[config.mk]
export PLATFORM = sky130hd
export DESIGN_NAME = skinny_sbox_layer_ctrl
export DESIGN_NICKNAME = d
export VERILOG_FILES = /design/src/rtl/skinny_ctrl_pkg.sv /design/src/rtl/skinny_sbox_layer_ctrl_share_nibble_shifter.sv /design/src/rtl/skinny_sbox_layer_ctrl.sv
export SDC_FILE = /design/constraint.sdc
export NUM_CORES = 1
export LEC_CHECK = 0
export ABC_CLOCK_PERIOD_IN_PS = 32000
export BUFFER_PORTS_ARGS = -buffer_cell sky130_fd_sc_hd__buf_4
export CORE_MARGIN = 10
export CORE_UTILIZATION = 50
export CTS_BUF_LIST = sky130_fd_sc_hd__clkbuf_8
export DETAILED_ROUTE_END_ITERATION = 10
export PLACE_DENSITY = 0.76
export SYNTH_ARGS = -nofsm -noshare
export SYNTH_HDL_FRONTEND = slang
export SYNTH_SLANG_ARGS = --single-unit
[constraint.sdc]
create_clock -name clk -period 32 [get_ports clk]
set_input_delay 8 -clock clk [delete_from_list [all_inputs] [get_ports clk]]
set_output_delay 8 -clock clk [all_outputs]
set_load 0.1 [all_outputs]
[src/rtl/skinny_ctrl_pkg.sv]
// skinny_ctrl_pkg: shared constants and FSM encoding for the SKINNY S-box layer scheduler
package skinny_ctrl_pkg;
  localparam int NIB = 16;
  localparam int CNT_W = 5;
  typedef enum logic [1:0] {IDLE = 2'd0, FEED = 2'd1, DRAIN = 2'd2, DONE = 2'd3} state_e;
endpackage

[src/rtl/skinny_sbox_layer_ctrl_share_nibble_shifter.sv]
// share_nibble_shifter: 64-bit share register with parallel load and MSB-out/LSB-in nibble shift
module share_nibble_shifter (
  input  logic        clk,
  input  logic        rst,
  input  logic        load,
  input  logic        shift,
  input  logic [63:0] din,
  input  logic [3:0]  nib_in,
  output logic [63:0] q
);
  logic [63:0] data_q, data_d;
  always_comb data_d = load ? din : shift ? {data_q[59:0], nib_in} : data_q;
  always_ff @(posedge clk or posedge rst)
    if (rst) data_q <= '0;
    else data_q <= data_d;
  assign q = data_q;
endmodule

[src/rtl/skinny_sbox_layer_ctrl.sv]
// skinny_sbox_layer_ctrl: nibble-serial 3-share S-box layer scheduler around an external pipelined S-box
module skinny_sbox_layer_ctrl
  import skinny_ctrl_pkg::*;
#(
  parameter int LAT = 4
) (
  input  logic        clk,
  input  logic        rst,
  input  logic        start,
  input  logic [63:0] state_in1,
  input  logic [63:0] state_in2,
  input  logic [63:0] state_in3,
  output logic        busy,
  output logic        done,
  output logic [63:0] state_out1,
  output logic [63:0] state_out2,
  output logic [63:0] state_out3,
  output logic        sb_en,
  output logic [3:0]  sb_x1,
  output logic [3:0]  sb_x2,
  output logic [3:0]  sb_x3,
  input  logic [3:0]  sb_y1,
  input  logic [3:0]  sb_y2,
  input  logic [3:0]  sb_y3
);
  localparam logic [CNT_W-1:0] LAST_FEED = CNT_W'(NIB - 1);
  localparam logic [CNT_W-1:0] LAST_DRAIN = CNT_W'(NIB - 1 + LAT);
  localparam logic [CNT_W-1:0] LAT_C = CNT_W'(LAT);
  state_e state_q, state_d;
  logic [CNT_W-1:0] cnt_q, cnt_d;
  logic feed, drain, load, capture;
  logic [63:0] din [3];
  logic [63:0] dout [3];
  logic [3:0] x [3];
  logic [3:0] y [3];
  logic [59:0] unused_lo [3];
  assign din[0] = state_in1;
  assign din[1] = state_in2;
  assign din[2] = state_in3;
  assign y[0] = sb_y1;
  assign y[1] = sb_y2;
  assign y[2] = sb_y3;
  always_comb begin
    feed = state_q == FEED;
    drain = state_q == DRAIN;
    load = state_q == IDLE && start;
    capture = (feed || drain) && cnt_q >= LAT_C;
    cnt_d = (feed || drain) ? cnt_q + 1'b1 : '0;
    state_d = (state_q == IDLE) ? (start ? FEED : IDLE) :
              feed ? (cnt_q == LAST_FEED ? DRAIN : FEED) :
              drain ? (cnt_q == LAST_DRAIN ? DONE : DRAIN) : IDLE;
  end
  always_ff @(posedge clk or posedge rst)
    if (rst) begin
      state_q <= IDLE;
      cnt_q <= '0;
    end else begin
      state_q <= state_d;
      cnt_q <= cnt_d;
    end
  // input registers empty themselves while feeding, so their MSB nibble is already 0 outside FEED
  for (genvar i = 0; i < 3; i++) begin : g_share
    share_nibble_shifter u_in (
      .clk(clk), .rst(rst), .load(load), .shift(feed), .din(din[i]), .nib_in(4'h0),
      .q({x[i], unused_lo[i]})
    );
    share_nibble_shifter u_out (
      .clk(clk), .rst(rst), .load(1'b0), .shift(capture), .din(64'h0), .nib_in(y[i]),
      .q(dout[i])
    );
  end
  assign busy = state_q != IDLE;
  assign done = state_q == DONE;
  assign sb_en = feed || drain;
  assign sb_x1 = x[0];
  assign sb_x2 = x[1];
  assign sb_x3 = x[2];
  assign state_out1 = dout[0];
  assign state_out2 = dout[1];
  assign state_out3 = dout[2];
endmodule

==> impl_metrics.prom, run 1 <==
# TYPE chip_impl_metric gauge
chip_impl_metric{name="antennaDiodeCount",unit=""} 0
chip_impl_metric{name="globalRouteTotalUtil",unit=""} 0.195
chip_impl_metric{name="post_synth_inst_count",unit=""} 1290
chip_impl_metric{name="cts_hold_buffers",unit=""} 0
chip_impl_metric{name="total_overflow_reported_by_the_global_router",unit=""} 0
chip_impl_metric{name="post-synth-top-area-fraction",unit=""} 0.597
chip_impl_metric{name="clock_sinks",unit=""} 391
chip_impl_metric{name="hold_violations",unit=""} 0
chip_impl_metric{name="post_synthesis_mean_instance_area",unit="um2"} 12.7
chip_impl_metric{name="grt_max_degree",unit=""} 180
chip_impl_metric{name="cts.htree.levels",unit=""} 3
chip_impl_metric{name="report.final.setup_viol",unit=""} 0
chip_impl_metric{name="critical_path.n_buffers_inverters",unit=""} 3
chip_impl_metric{name="yosysWarnings",unit=""} 0
chip_impl_metric{name="area_delta_synth_final",unit="%"} 27.0
chip_impl_metric{name="grt_pass1_vias",unit=""} 11400
chip_impl_info{name="min-delay-path-class",value="reg -> reg"} 1
chip_impl_metric{name="wirelength",unit="um"} 40500
chip_impl_info{name="crit_path_top_delay_cell",value="sky130_fd_sc_hd__buf_4"} 1
chip_impl_metric{name="post_cts_resized",unit=""} 0
chip_impl_metric{name="die_area",unit="um2"} 40400
chip_impl_metric{name="synth_xor_xnor_area_share",unit=""} 0.00107
chip_impl_metric{name="synth.ff_latch_count",unit=""} 391
chip_impl_metric{name="die-height",unit="um"} 201
chip_impl_metric{name="core_area",unit="um2"} 32500
chip_impl_metric{name="rrSetupSlack",unit="ps"} 28590
chip_impl_metric{name="detail_route.wl_per_cell",unit="um"} 18.6
chip_impl_info{name="timing.critical_path.to_type",value="register"} 1
chip_impl_metric{name="worst_slew_pin_slew",unit="ps"} 1140
chip_impl_info{name="class_of_the_most_critical_setup_path",value="in -> reg"} 1
chip_impl_metric{name="maxSlewViolCount",unit=""} 0
chip_impl_info{name="synth_top_family_by_area",value="multiplexers"} 1
chip_impl_metric{name="path_max_fanout",unit=""} 120
chip_impl_metric{name="post_synthesis_cell_area",unit="um2"} 16400
chip_impl_info{name="worst_setup_start_kind",value="input port"} 1
chip_impl_metric{name="clk-insertion-delay-late",unit="ps"} 570
chip_impl_metric{name="synth-edff-count",unit=""} 0
chip_impl_metric{name="cts_made_buffers",unit=""} 68
chip_impl_metric{name="synth-compound-area-share",unit=""} 0.0605
chip_impl_info{name="min_to",value="cnt_q[0]$_DFF_PP0_"} 1
chip_impl_metric{name="max_clock_freq",unit="GHz"} 0.0991
chip_impl_info{name="netlist.top_cell.by_area",value="sky130_fd_sc_hd__dfrtp_1"} 1
chip_impl_info{name="grt_setup_unrepaired",value="no"} 1
chip_impl_metric{name="clkTransAtPathRegs",unit="ps"} 50
chip_impl_info{name="root_buffer",value="sky130_fd_sc_hd__clkbuf_8"} 1
chip_impl_info{name="tritoncts",value="yes"} 1
chip_impl_metric{name="worst_clock_skew",unit="ps"} 24.4
chip_impl_metric{name="postSynthNetCount",unit=""} 1504
chip_impl_metric{name="initial_util",unit=""} 0.505
chip_impl_metric{name="vias",unit=""} 10900
chip_impl_metric{name="drive_gt1_frac",unit=""} 0.409
chip_impl_info{name="rr_startpoint",value="state_q[1]$_DFF_PP0_"} 1
chip_impl_metric{name="synth-adder-area-share",unit=""} 0.00535
chip_impl_metric{name="num-nets-final",unit=""} 1898
chip_impl_metric{name="cts.path.max_buffers",unit=""} 3
chip_impl_info{name="mostFrequentLayoutCell",value="sky130_fd_sc_hd__buf_4"} 1
chip_impl_metric{name="place.gp.congestion",unit=""} 0.808
chip_impl_metric{name="total_half_perimeter_wirelength_after_legalization_and_detailed_placement",unit="um"} 28700
chip_impl_metric{name="grt_first_pass_wirelength",unit="um"} 63800
chip_impl_metric{name="route.detailed.vias_per_inst",unit=""} 5.03
chip_impl_metric{name="top_level_ports",unit=""} 414
chip_impl_metric{name="antenna_left",unit=""} 0
chip_impl_metric{name="postCtsSetupRepairBufs",unit=""} 0
chip_impl_metric{name="max_cap_violations",unit=""} 0
chip_impl_metric{name="timing.critical_path.arrival",unit="ps"} 10470
chip_impl_metric{name="die_w",unit="um"} 201
chip_impl_metric{name="grt_antenna_before_repair",unit=""} 0
chip_impl_metric{name="drt_first_pass_iters",unit=""} 4
chip_impl_metric{name="totalNegativeSetupSlack",unit="ps"} 0
chip_impl_info{name="synth_top_flop_cell",value="sky130_fd_sc_hd__dfrtp_1"} 1
chip_impl_metric{name="rows",unit=""} 66
chip_impl_metric{name="crit_path_max_incr_delay",unit="ps"} 890
chip_impl_metric{name="worst-endpoint-required",unit="ps"} 32370
chip_impl_metric{name="max-slew-margin-rel",unit=""} 0.241
chip_impl_metric{name="proportion_of_synthesized_flip_flops_having_asynchronous_set_or_reset",unit=""} 1.00
chip_impl_info{name="synthTopCellsByArea",value="sky130_fd_sc_hd__dfrtp_1, sky130_fd_sc_hd__mux2_2, sky130_fd_sc_hd__mux2i_1"} 1
chip_impl_info{name="outcome",value="finished, final reports clean"} 1
chip_impl_metric{name="synth_sequential_area_ratio",unit=""} 0.597
chip_impl_metric{name="synth.mux.area_fraction",unit=""} 0.242
chip_impl_metric{name="drt_drc_violations_left",unit=""} 0
chip_impl_metric{name="io_port_bufs",unit=""} 413
chip_impl_metric{name="min_period_over_period",unit=""} 0.315
chip_impl_metric{name="synthDistinctLibCells",unit=""} 22
chip_impl_info{name="min-delay-start",value="cnt_q[0]$_DFF_PP0_"} 1
chip_impl_metric{name="reg2reg_depth",unit=""} 6
chip_impl_info{name="critical_path.cell_chain",value="buf_4, and2_4, buf_4, buf_4, o21ai_0"} 1
chip_impl_info{name="cp_common_cell",value="sky130_fd_sc_hd__buf_4"} 1
chip_impl_metric{name="post_synthesis_share_of_cell_area_spent_on_and_or_nand_and_nor_gates",unit=""} 0.0529
chip_impl_metric{name="drt_iter0_markers",unit=""} 578
chip_impl_info{name="mostFrequentLayoutCells",value="sky130_fd_sc_hd__buf_4, sky130_fd_sc_hd__dfrtp_1, sky130_fd_sc_hd__nand2_1, sky130_fd_sc_hd__o21ai_0, sky130_fd_sc_hd__mux2_2"} 1
chip_impl_metric{name="hold-path-cell-count",unit=""} 1
chip_impl_metric{name="period_needed",unit="ps"} 10090
chip_impl_info{name="critPathTopFamily",value="buffers and inverters"} 1
chip_impl_info{name="r2r_end",value="g_share[0].u_in.q[23]$_DFFE_PP0P_"} 1
final cells by class:
cell class                 count  area, um2
clock buffer                  81       1110
inverter                       7       33.8
tap                          442        553
clock inverter                38        188
timing repair buffer         422       3180
multi-input combinational    794       5950
sequential                   391       9780
fill                        2600      11600
sequential cells by signal, summed over array words and instances (netlist names):
| name | flops |
|---|---|
| g_share.u_out.q | 192 |
| cnt_q | 5 |
| g_share.u_in.q | 192 |
| state_q | 2 |
how the worst max path moves through the flow:
stage | from | to | depth (start not counted)
floorplan | rst | cnt_q[0]$_DFF_PP0_ | 1
global placement | rst | g_share[2].u_in.q[14]$_DFFE_PP0P_ | 4
detailed placement | rst | g_share[2].u_in.q[18]$_DFFE_PP0P_ | 4
CTS | rst | g_share[0].u_in.q[6]$_DFFE_PP0P_ | 4
global route | rst | g_share[0].u_in.q[59]$_DFFE_PP0P_ | 4
finish | start | g_share[0].u_in.q[23]$_DFFE_PP0P_ | 5
metrics by stage:
| step | std cells | hold slack, ps | cell area, um2 | utilization | setup WS, ps |
|---|---|---|---|---|---|
| 2_1_floorplan | 1290 | 454 | 16400 | - | 13130 |
| 3_3_place_gp | 2056 | 467 | 19500 | 0.601 | 21320 |
| 3_5_place_dp | 2056 | 482 | 19500 | 0.601 | 21270 |
| 4_1_cts | 2175 | 491 | 20800 | 0.641 | 21900 |
| 5_1_grt | 2175 | 509 | 20800 | 0.641 | 21620 |
| 6_report | 2175 | 485 | 20800 | 0.641 | 21910 |
metal layers:
metal | global-route usage | part of all wire | wire length, um | up-vias
met5 | 0 | 0 | 0 | -
met1 | 0.229 | 0.40 | 16100 | 5326
met4 | 0.0822 | 0.031 | 1280 | 0
li1 | - | - | - | 5243
met2 | 0.326 | 0.50 | 20300 | 301
met3 | 0.0578 | 0.069 | 2780 | 72
cells by family (layout without fill, tap and decap cells):
group | count (synthesis) | in the layout
muxes | 372 | 372
adders and majority gates | 7 | 7
and+or+nand+nor | 217 | 217
AOI/OAI and AO/OA | 196 | 196
xor gates and xnor gates | 2 | 2
buffers and inverters | 105 | 548
DFF | 391 | 391
synthesized netlist by cell type (4+ instances only):
master,number
sky130_fd_sc_hd__and2_1,4
sky130_fd_sc_hd__buf_2,35
sky130_fd_sc_hd__buf_4,25
sky130_fd_sc_hd__buf_6,18
sky130_fd_sc_hd__clkbuf_1,20
sky130_fd_sc_hd__dfrtp_1,391
sky130_fd_sc_hd__ha_1,7
sky130_fd_sc_hd__inv_1,7
sky130_fd_sc_hd__mux2_2,192
sky130_fd_sc_hd__mux2i_1,180
sky130_fd_sc_hd__nand2_1,193
sky130_fd_sc_hd__nand2b_1,13
sky130_fd_sc_hd__o21ai_0,192
Power of run 1 is left out: the tool's default activity adds up to more than one toggle a clock period on the data nets, which glitch-free logic cannot reach.
==> run 2, diff against run 1 <==
- ABC_AREA: not set -> 1
- ABC_CLOCK_PERIOD_IN_PS: 32000 -> 8800
- PLACE_DENSITY: 0.76 -> 0.78
- clock period: 32 -> 8.8 ns (I/O delays scaled with it)
==> run 2 against run 1 <==
Compared with the run above: clock skew shrank 3.3 ps; critical path depth decreased by 2; utilization down 1.3 points; final area up 4.0%; synthesized cell count rose by 49%; wire length is 26% higher; flip-flop and latch count unchanged; die area increased by 5.7%; cell count is 27% higher; global-route usage rose by 3.7 points; highest routed layer unchanged; worst hold slack lost 1.6 ps.
==> impl_metrics.prom, run 2 <==
# TYPE chip_impl_metric gauge
chip_impl_info{name="class_of_the_most_critical_setup_path",value="reg -> out"} 1
chip_impl_metric{name="period_needed",unit="ps"} 4440
chip_impl_info{name="min-delay-path-class",value="reg -> reg"} 1
chip_impl_metric{name="clock_sinks",unit=""} 391
chip_impl_metric{name="post_synthesis_cell_area",unit="um2"} 17400
chip_impl_info{name="mostFrequentLayoutCell",value="sky130_fd_sc_hd__nand2_1"} 1
chip_impl_info{name="mostFrequentLayoutCells",value="sky130_fd_sc_hd__nand2_1, sky130_fd_sc_hd__buf_4, sky130_fd_sc_hd__dfrtp_1, sky130_fd_sc_hd__nand3_1, sky130_fd_sc_hd__nor2_1"} 1
chip_impl_metric{name="cts_hold_buffers",unit=""} 0
chip_impl_metric{name="grt_pass1_vias",unit=""} 14500
chip_impl_metric{name="cts.htree.levels",unit=""} 3
chip_impl_metric{name="wirelength",unit="um"} 50900
chip_impl_metric{name="max_clock_freq",unit="GHz"} 0.225
chip_impl_metric{name="maxSlewViolCount",unit=""} 0
chip_impl_metric{name="drive_gt1_frac",unit=""} 0.249
chip_impl_metric{name="leakage",unit="nW"} 11.2
chip_impl_metric{name="hold_slack",unit="ps"} 483
chip_impl_metric{name="final_critical_path_setup_slack",unit="ps"} 4360
chip_impl_metric{name="place.gp.congestion",unit=""} 0.855
chip_impl_metric{name="worst_clock_skew",unit="ps"} 21.1
chip_impl_metric{name="cells_after_dpl",unit=""} 2647
chip_impl_metric{name="total_overflow_reported_by_the_global_router",unit=""} 0
chip_impl_metric{name="fill_cells",unit=""} 2798
chip_impl_metric{name="io_port_bufs",unit=""} 413
chip_impl_metric{name="die_area",unit="um2"} 42700
chip_impl_metric{name="grt_max_degree",unit=""} 193
chip_impl_metric{name="hold_violations",unit=""} 0
chip_impl_info{name="crit_path_top_delay_cell",value="sky130_fd_sc_hd__ha_4"} 1
chip_impl_info{name="tritoncts",value="yes"} 1
chip_impl_metric{name="path_max_fanout",unit=""} 55
chip_impl_metric{name="clkTransAtPathRegs",unit="ps"} 60
chip_impl_metric{name="post_synth_inst_count",unit=""} 1928
chip_impl_metric{name="post_cts_resized",unit=""} 0
chip_impl_metric{name="timing.critical_path.arrival",unit="ps"} 2240
chip_impl_metric{name="cts.path.max_buffers",unit=""} 3
chip_impl_metric{name="yosysWarnings",unit=""} 0
chip_impl_metric{name="powerDensity",unit="nW/um2"} 403
chip_impl_info{name="critical_path.cell_chain",value="inv_1, ha_4, buf_4"} 1
chip_impl_metric{name="drt_first_pass_iters",unit=""} 6
chip_impl_metric{name="max_cap_violations",unit=""} 0
chip_impl_metric{name="vias",unit=""} 14800
chip_impl_metric{name="synth-edff-count",unit=""} 0
chip_impl_info{name="synth_top_flop_cell",value="sky130_fd_sc_hd__dfrtp_1"} 1
chip_impl_info{name="synthTopCellsByArea",value="sky130_fd_sc_hd__dfrtp_1, sky130_fd_sc_hd__nand2_1, sky130_fd_sc_hd__nand3_1"} 1
chip_impl_metric{name="post-synth-top-area-fraction",unit=""} 0.562
chip_impl_info{name="critPathTopFamily",value="adder cells"} 1
chip_impl_metric{name="worst_slew_pin_slew",unit="ps"} 1210
chip_impl_metric{name="report.final.setup_viol",unit=""} 0
chip_impl_metric{name="proportion_of_synthesized_flip_flops_having_asynchronous_set_or_reset",unit=""} 1.00
chip_impl_metric{name="route.detailed.vias_per_inst",unit=""} 5.35
chip_impl_metric{name="rows",unit=""} 68
chip_impl_info{name="root_buffer",value="sky130_fd_sc_hd__clkbuf_8"} 1
chip_impl_metric{name="detail_route.wl_per_cell",unit="um"} 18.5
chip_impl_metric{name="totalNegativeSetupSlack",unit="ps"} 0
chip_impl_metric{name="min_period_over_period",unit=""} 0.505
chip_impl_metric{name="worst-endpoint-required",unit="ps"} 6600
chip_impl_metric{name="die_w",unit="um"} 207
chip_impl_info{name="post-synth-top-count-cell",value="sky130_fd_sc_hd__nand2_1"} 1
chip_impl_metric{name="synthDistinctLibCells",unit=""} 18
chip_impl_metric{name="cts_made_buffers",unit=""} 67
chip_impl_metric{name="vdd_ir_drop_max",unit="mV"} 0.360
chip_impl_metric{name="initial_util",unit=""} 0.505
chip_impl_metric{name="crit_path_max_incr_delay",unit="ps"} 670
chip_impl_metric{name="total_half_perimeter_wirelength_after_legalization_and_detailed_placement",unit="um"} 34000
chip_impl_info{name="synthTopCellsByCount",value="sky130_fd_sc_hd__nand2_1, sky130_fd_sc_hd__dfrtp_1, sky130_fd_sc_hd__nand3_1, sky130_fd_sc_hd__nor2_1, sky130_fd_sc_hd__buf_2"} 1
chip_impl_metric{name="postSynthNetCount",unit=""} 2142
chip_impl_metric{name="final_non_filler_cells",unit=""} 2759
chip_impl_metric{name="drt_drc_violations_left",unit=""} 0
chip_impl_metric{name="synth.ff_latch_count",unit=""} 391
chip_impl_metric{name="critical_path.n_buffers_inverters",unit=""} 2
chip_impl_metric{name="core_area",unit="um2"} 34500
chip_impl_metric{name="num-nets-final",unit=""} 2475
chip_impl_metric{name="grt_first_pass_wirelength",unit="um"} 79300
chip_impl_info{name="netlist.top_cell.by_area",value="sky130_fd_sc_hd__dfrtp_1"} 1
chip_impl_metric{name="post_synthesis_mean_instance_area",unit="um2"} 9.03
chip_impl_info{name="grt_setup_unrepaired",value="no"} 1
chip_impl_metric{name="synth_sequential_area_ratio",unit=""} 0.562
chip_impl_metric{name="max-slew-margin-rel",unit=""} 0.196
chip_impl_metric{name="total_power",unit="mW"} 8.72
chip_impl_metric{name="die-height",unit="um"} 207
chip_impl_metric{name="top_level_ports",unit=""} 414
chip_impl_metric{name="area_delta_synth_final",unit="%"} 24.2
chip_impl_info{name="worst_setup_start_kind",value="register"} 1
chip_impl_info{name="outcome",value="finished, final reports clean"} 1
chip_impl_info{name="timing.critical_path.to_type",value="primary output"} 1
chip_impl_metric{name="place_worst_setup_slack",unit="ps"} 4340
chip_impl_metric{name="globalRouteTotalUtil",unit=""} 0.232
chip_impl_metric{name="clk-insertion-delay-late",unit="ps"} 620
chip_impl_metric{name="antenna_left",unit=""} 0
chip_impl_metric{name="grt_antenna_before_repair",unit=""} 0
chip_impl_metric{name="postCtsSetupRepairBufs",unit=""} 0
chip_impl_metric{name="drt_iter0_markers",unit=""} 1293
-- run 2: cell types whose count changed after synthesis, sizes merged, moves of 72 or more --
| cell | before | now |
|---|---|---|
| nand2 | 193 | 759 |
| nand3 | 2 | 257 |
| mux2 | 192 | 0 |
| o21ai | 192 | 1 |
| mux2i | 180 | 0 |
| nor2 | 2 | 173 |
| a31oi | 0 | 163 |
| buf | 78 | 150 |
-- run 2: worst min-delay path, stage by stage, from the launching register on --
cell,delay (ps)
sky130_fd_sc_hd__dfrtp_1,350
sky130_fd_sc_hd__nand2_1,50
sky130_fd_sc_hd__nand2_1,50
-- run 2: cell type report --
type	instances	area, um2	share of cell area
tap	455	569	0.0263
multi-input combinational	1363	6730	0.311
sequential	391	9780	0.452
timing repair buffer	425	3220	0.149
clock inverter	29	136	0.00631
antenna	1	2.50	0.000116
inverter	13	57.6	0.00266
clock buffer	82	1130	0.0522
-- run 2: metal layers --
metal | track usage | vias up | wire length (um)
met5 | 0 | - | 0
met4 | 0.0740 | 0 | 1030
met3 | 0.0936 | 68 | 5820
met2 | 0.355 | 539 | 23800
met1 | 0.297 | 7197 | 20200
li1 | - | 6956 | -
-- run 2: metrics by stage --
step / area, um2 / util
2_1_floorplan: 17400 / -
3_3_place_gp: 20400 / 0.591
3_5_place_dp: 20400 / 0.591
4_1_cts: 21600 / 0.628
5_1_grt: 21600 / 0.628
6_report: 21600 / 0.628
-- run 2: worst paths after layout --
path / to / startpoint / depth (start not counted) / slack [ps]
setup / recovery: sb_en / state_q[0]$_DFF_PP0_ / 3 / 4360
max in group asynchronous: g_share[0].u_out.q[18]$_DFFE_PP0P_ / rst / 4 / 5250
hold / removal: g_share[2].u_out.q[63]$_DFFE_PP0P_ / g_share[2].u_out.q[63]$_DFFE_PP0P_ / 2 / 480
min in group asynchronous: g_share[2].u_in.q[25]$_DFFE_PP0P_ / rst / 2 / 1740
setup reg to reg: g_share[0].u_in.q[15]$_DFFE_PP0P_ / state_q[1]$_DFF_PP0_ / 6 / 5930
hold reg to reg: g_share[2].u_out.q[63]$_DFFE_PP0P_ / g_share[2].u_out.q[63]$_DFFE_PP0P_ / 2 / 480
-- run 2: cell families after synthesis --
kind of cell	share of synthesized area
AO/OA/AOI/OAI	0.103
AND/OR/NAND/NOR	0.275
flip-flops	0.562
buffers and inverters	0.0546
adder cells (fa/ha/maj)	0.00503
-- run 2: power breakdown --
group          switching [mW]  internal, mW  total, mW
sequential              0.400          2.44       2.84
clock                   0.735         0.838       1.57
combinational            3.19          1.11       4.31
total                    4.33          4.39       8.72
No activity file was read; power rests on OpenSTA's default activity.
